### src/rtl/alu_operand_stage.sv
`timescale 1ns/1ps
// Operand/control register stage in front of the ALU: bus-writable op0/op1/cr,
// a CR write launches a fixed settle window, then the ALU result is captured.
module alu_operand_stage #(
  parameter int         DATA_WIDTH    = 8,
  parameter int         SETTLE_CYCLES = 1,
  parameter logic [3:0] A_DR0         = 4'h1,
  parameter logic [3:0] A_DR1         = 4'h2,
  parameter logic [3:0] A_CR          = 4'h3,
  parameter logic [3:0] A_ST          = 4'h4,
  parameter logic [3:0] A_RQ          = 4'h5
) (
  input  logic                  clk,
  input  logic                  rst,
  input  logic [DATA_WIDTH-1:0] addr_bus,
  input  logic                  wr_en,
  input  logic                  rd_en,
  input  logic [DATA_WIDTH-1:0] data_bus_in,
  input  logic [DATA_WIDTH-1:0] alu_re,
  output logic [DATA_WIDTH-1:0] op0,
  output logic [DATA_WIDTH-1:0] op1,
  output logic [DATA_WIDTH-1:0] cr,
  output logic [DATA_WIDTH-1:0] data_bus_out,
  output logic                  busy,
  output logic                  done
);

  localparam logic [0:0] S_IDLE = 1'b0;
  localparam logic [0:0] S_EXEC = 1'b1;
  localparam logic [3:0] SETTLE_LOAD = 4'(SETTLE_CYCLES - 1);

  logic [0:0]            state_q, state_d;
  logic [3:0]            cnt_q, cnt_d;
  logic [DATA_WIDTH-1:0] op0_q, op0_d;
  logic [DATA_WIDTH-1:0] op1_q, op1_d;
  logic [DATA_WIDTH-1:0] cr_q, cr_d;
  logic [DATA_WIDTH-1:0] res_q, res_d;
  logic                  done_q, done_d;
  logic                  err_q, err_d;

  logic [3:0] code;
  logic       capture;
  logic       err_set;
  logic       unused_addr;

  assign code        = addr_bus[7:4];
  assign unused_addr = ^addr_bus;

  // NOTE: every always_comb output gets a default first, so no path can infer a latch.
  always_comb begin
    state_d = state_q;
    cnt_d   = cnt_q;
    op0_d   = op0_q;
    op1_d   = op1_q;
    cr_d    = cr_q;
    res_d   = res_q;
    capture = 1'b0;
    err_set = 1'b0;

    case (state_q)
      S_IDLE: begin
        if (wr_en) begin
          case (code)
            A_DR0: op0_d = data_bus_in;
            A_DR1: op1_d = data_bus_in;
            A_CR: begin
              cr_d    = data_bus_in;
              cnt_d   = SETTLE_LOAD;
              state_d = S_EXEC;
            end
            default: ;
          endcase
        end
      end
      default: begin
        // Register writes during the settle window would corrupt the ALU inputs.
        if (wr_en && (code == A_DR0 || code == A_DR1 || code == A_CR)) err_set = 1'b1;
        if (cnt_q == 4'd0) begin
          capture = 1'b1;
          res_d   = alu_re;
          state_d = S_IDLE;
        end else begin
          cnt_d = cnt_q - 4'd1;
        end
      end
    endcase

    // Setting a flag wins over the read that would clear it.
    if (capture)                          done_d = 1'b1;
    else if (rd_en && code == A_RQ)       done_d = 1'b0;
    else                                  done_d = done_q;

    if (err_set)                          err_d = 1'b1;
    else if (rd_en && code == A_ST)       err_d = 1'b0;
    else                                  err_d = err_q;
  end

  // NOTE: sequential state uses non-blocking assignments so all flops update together.
  always_ff @(posedge clk) begin
    if (rst) begin
      state_q <= S_IDLE;
      cnt_q   <= '0;
      op0_q   <= '0;
      op1_q   <= '0;
      cr_q    <= '0;
      res_q   <= '0;
      done_q  <= 1'b0;
      err_q   <= 1'b0;
    end else begin
      state_q <= state_d;
      cnt_q   <= cnt_d;
      op0_q   <= op0_d;
      op1_q   <= op1_d;
      cr_q    <= cr_d;
      res_q   <= res_d;
      done_q  <= done_d;
      err_q   <= err_d;
    end
  end

  assign op0  = op0_q;
  assign op1  = op1_q;
  assign cr   = cr_q;
  assign busy = (state_q == S_EXEC);
  assign done = done_q;

  // Zero when unselected so the output can be OR-merged with the ALU's read bus.
  always_comb begin
    data_bus_out = '0;
    if (rd_en) begin
      case (code)
        A_DR0:   data_bus_out = op0_q;
        A_DR1:   data_bus_out = op1_q;
        A_CR:    data_bus_out = cr_q;
        A_ST:    data_bus_out = {{(DATA_WIDTH-3){1'b0}}, err_q, done_q, busy};
        A_RQ:    data_bus_out = res_q;
        default: data_bus_out = '0;
      endcase
    end
  end

endmodule

### config.mk
export PLATFORM = sky130hd
export DESIGN_NAME = alu_operand_stage
export DESIGN_NICKNAME = d
export VERILOG_FILES = /design/src/rtl/alu_operand_stage.sv
export SDC_FILE = /design/constraint.sdc
export NUM_CORES = 1
export LEC_CHECK = 0
export CORE_MARGIN = 2
export CORE_UTILIZATION = 40
export DETAILED_ROUTE_END_ITERATION = 12
export GPL_ROUTABILITY_DRIVEN = 0
export PLACE_DENSITY = 0.72
export SLEW_MARGIN = 20
export SYNTH_ARGS = -nofsm -noshare
export SYNTH_HDL_FRONTEND = slang
export SYNTH_SLANG_ARGS = --single-unit
### constraint.sdc
create_clock -name clk -period 2 [get_ports clk]
set_clock_uncertainty 0.1 [all_clocks]
set_input_delay 0.4 -clock clk [delete_from_list [all_inputs] [get_ports clk]]
set_output_delay 0.4 -clock clk [all_outputs]
set_load 0.1 [all_outputs]
==> results.md, run 1 <==
- Die Y-Extent: 71.90 um
- Fin crit share: 100.4%
- Reg power frac: 48.2%
- Worst slew pin tran: 0.3640 ns
- Failing checks: setup timing
- H-tree depth: 2
- Hpwl dp: 4.137 mm
- RR Endpoint: cnt_q[1]
- DRT antenna net count: 0
- Gate Count Post-Synth: 221
- Remaining DRCs: 0
- Row cnt: 24
- Grt total ovfl: 0
- Hold Startpoint: res_q[6]
- Placed cells: 346
- Synth-to-Final Area Change: 86.57%
- Metal2 WL: 3.169 mm
- CTS buffer count: 5
- Fin worst setup slack: -0.008002 ns
- TritonCTS clock tree: yes
- Die W: 71.90 um
- Post-cts hold buffer count: 0
- Crit-path max FO: 5
- Final hold viol count: 0
- Distinct cell type count after synthesis: 35
- R2R depth: 6
- Clk Latency, worst-skew pair: 0.30 ns
- Internal power: 1.167 mW
- Initial antenna violation count: 0
- DRT Pass-1 Iters: 4
- Worst Path Required: 1.50 ns
- Number of diodes: 0
- Slew Limit Fails: 0
- Initial Utilization: 42.07%
- Via/cell ratio: 5.493
- Largest net degree at the start of global routing: 15
- Final setup TNS: -0.01268 ns
- Clock buffer depth: 2
- Post-Place Cell Area: 3084 um^2
- Leading area contributor after synthesis: dfxtp_1
- Top routing layer in use: met4
- Met1 WL: 2.496 mm
- Power Dens Cells: 473.1 nW/um^2
- Peak VDD IR: 0.0003575 V
- Max-Cap Viols: 0
- R2R setup slack: 0.35 ns
- Status: finished with violations
- Synth Warn #: 0
- Final setup vio count: 2
- Final worst path period need: 2.008 ns
- I/O pins: 62
- Clock Sink Count: 39
- Via count: 2,027
- Yosys reg bits: 39
- RR Startpoint: cnt_q[0]
- Psw: 0.4612 mW
- Metal3 WL: 315 um
- WL per Instance: 16.41 um
- Core outline area: 4384 um^2
- Seq/Total Area, Yosys: 42.33%
- Synthesized cell area: 1844 um^2
- Vias in the first global route: 2,018
- DRC marker count from the first detailed-route iteration: 118
- Net Sw Frac: 28.33%
- Drt total wl: 6.056 mm
- Rel. slew slack: 75.63%
- Combinational power share: 19.0%
- WHS Endpoint: res_q[6]
- Number of port buffers: 57
- Most common cell after layout, fill and taps aside: buf_4
- Non-Filler Instances: 369
- Syn avg cell area: 8.345 um^2
- Hold Crit Depth: 2
- RSZ-0062 raised after global routing: yes
- Most frequent cells in the layout: buf_4, nand2_1, buf_12
- Clock-pin slew on the worst setup and hold paths: 0.08 ns
- Static leakage: 1.400 nW
- Yosys top cell area share: 42.33%
- Gr usage total: 24.40%
- Nets: 345
- Fraction of layout instances using a drive strength above 1: 49.53%
- Setup WS pre-CTS: -0.4351 ns
- Worst setup EP type: output port
- Ranking of synthesized cells by area: dfxtp_1, mux2i_1, nand2_1, a21oi_1, nor2_1
- Fmax: 498.0 MHz
- Kind of launch point of the worst setup path: primary input
- First-pass GRT wire length: 9.763 mm
- Clock network power share: 32.8%
- Hold Crit Class: reg -> reg
- Design area: 3441 um^2
- Syn nets: 250
- CTS root buffer: clkbuf_8
- WS Path Type: in -> out
- DIE AREA: 5170 um^2
- CP arrival: 1.51 ns
-- metal layers --
layer	vias to the layer above	track usage (%)
li1	963	-
met1	988	29.86
met2	68	42.90
met3	8	5.972
met4	0	6.499
met5	-	0
-- critical path, cell delays in order --
cell and delay [ns]:
buf_6 0.10, buf_8 0.12, nor2b_4 0.12, buf_6 0.13, buf_6 0.12, a32oi_2 0.13, a21oi_4 0.19, buf_12 0.19
-- layout make-up --
class | instances | area [um^2]
multi-input combinational | 167 | 1245
timing repair buffer | 101 | 1201
fill | 269 | 943.4
sequential | 39 | 835.8
clock buffer | 5 | 68.82
tap | 52 | 65.06
clock inverter | 3 | 17.52
inverter | 2 | 7.507
-- Yosys cell counts, drive strengths merged --
cell and number:
nand3 13, o31ai 1, nor3b 2, clkbuf 4, inv 2, a32oi 3, a22oi 3, nand4b 1
and2 1, nand2b 1, nor2 24, nand2 40, nor3 3, dfxtp 39, a21o 4, and3 2
buf 9, nor2b 6, nor4bb 1, or3b 1, a22o 4, ha 1, xor2 2, mux2i 18
nor4b 1, mux2 3, a21oi 28, or2 1, nand3b 1, o21ai 2
-- stage by stage --
| step | utilization [%] | hold slack [ns] | total power, mW |
|---|---|---|---|
| after global placement | 70.35 | 0.3443 | 1.054 |
| final | 78.48 | 0.3570 | 1.628 |
| after CTS | 77.05 | 0.3694 | 1.616 |
| after floorplan | - | 0.3329 | 0.9361 |
| after global routing | 78.48 | 0.3860 | 1.679 |
| after detailed placement | 70.35 | 0.3563 | 1.056 |
-- power by group through the flow --
| stage | logic, mW | registers, mW | clock network [mW] |
|---|---|---|---|
| CTS | 0.293 | 0.784 | 0.540 |
| global placement | 0.253 | 0.802 | 0 |
| floorplan | 0.0908 | 0.845 | 0 |
| global route | 0.324 | 0.785 | 0.571 |
| finish | 0.310 | 0.784 | 0.534 |
| detailed placement | 0.255 | 0.802 | 0 |
-- timing repair --
| action | 4_1_cts | 5_1_grt |
|---|---|---|
| setup endpoints to repair | 8 | 8 |
| gates resized for setup | 40 | 12 |
| pin swaps | 17 | 10 |
| gates cloned | 2 | 0 |
| buffers inserted | 10 | 3 |
-- how the worst max path moves through the flow --
stage / depth (start not counted) / to / start / slack, ns
floorplan: 4 / data_bus_out[0] / addr_bus[5] / -0.05
CTS: 7 / data_bus_out[3] / addr_bus[5] / -0.03
global placement: 7 / data_bus_out[4] / addr_bus[5] / -0.43
detailed placement: 7 / data_bus_out[0] / addr_bus[5] / -0.44
finish: 8 / data_bus_out[3] / addr_bus[5] / -0.008
global route: 6 / data_bus_out[2] / addr_bus[5] / -0.04
-- state kept, by name, indices dropped and copies added, names as in the netlist --
register and count:
busy 1, res_q 8, cr 8, op0 8
op1 8, cnt_q 4, done 1, err_q 1
-- kinds of logic (layout without fill, tap and decap cells) --
family | Yosys count | count (layout) | share of synthesized area, %
xor+xnor | 2 | 2 | 0.9500
simple gates | 98 | 98 | 25.31
flops | 39 | 39 | 42.33
fa+ha+maj | 1 | 1 | 0.6783
compound gates | 45 | 45 | 14.72
buf+inv | 15 | 111 | 4.409
mux | 21 | 21 | 11.60
No activity file was read; power rests on OpenSTA's default activity.
==> run 2: changes to the inputs <==
--- a/config.mk
+++ b/config.mk
@@ -9,6 +9,7 @@
 export CORE_UTILIZATION = 40
 export DETAILED_ROUTE_END_ITERATION = 12
 export GPL_ROUTABILITY_DRIVEN = 0
+export HOLD_SLACK_MARGIN = 0.15
 export PLACE_DENSITY = 0.72
 export SLEW_MARGIN = 20
 export SYNTH_ARGS = -nofsm -noshare
==> results of run 2 <==
The final DEF is identical to that of run 1; final timing and power are the same.
==> run 3: changes to the inputs <==
--- a/config.mk
+++ b/config.mk
@@ -7,6 +7,7 @@
 export LEC_CHECK = 0
 export CORE_MARGIN = 2
 export CORE_UTILIZATION = 40
+export CTS_CLUSTER_DIAMETER = 100
 export DETAILED_ROUTE_END_ITERATION = 12
 export GPL_ROUTABILITY_DRIVEN = 0
 export HOLD_SLACK_MARGIN = 0.15
==> results of run 3 <==
The final DEF is identical to that of run 1; final timing and power are the same.
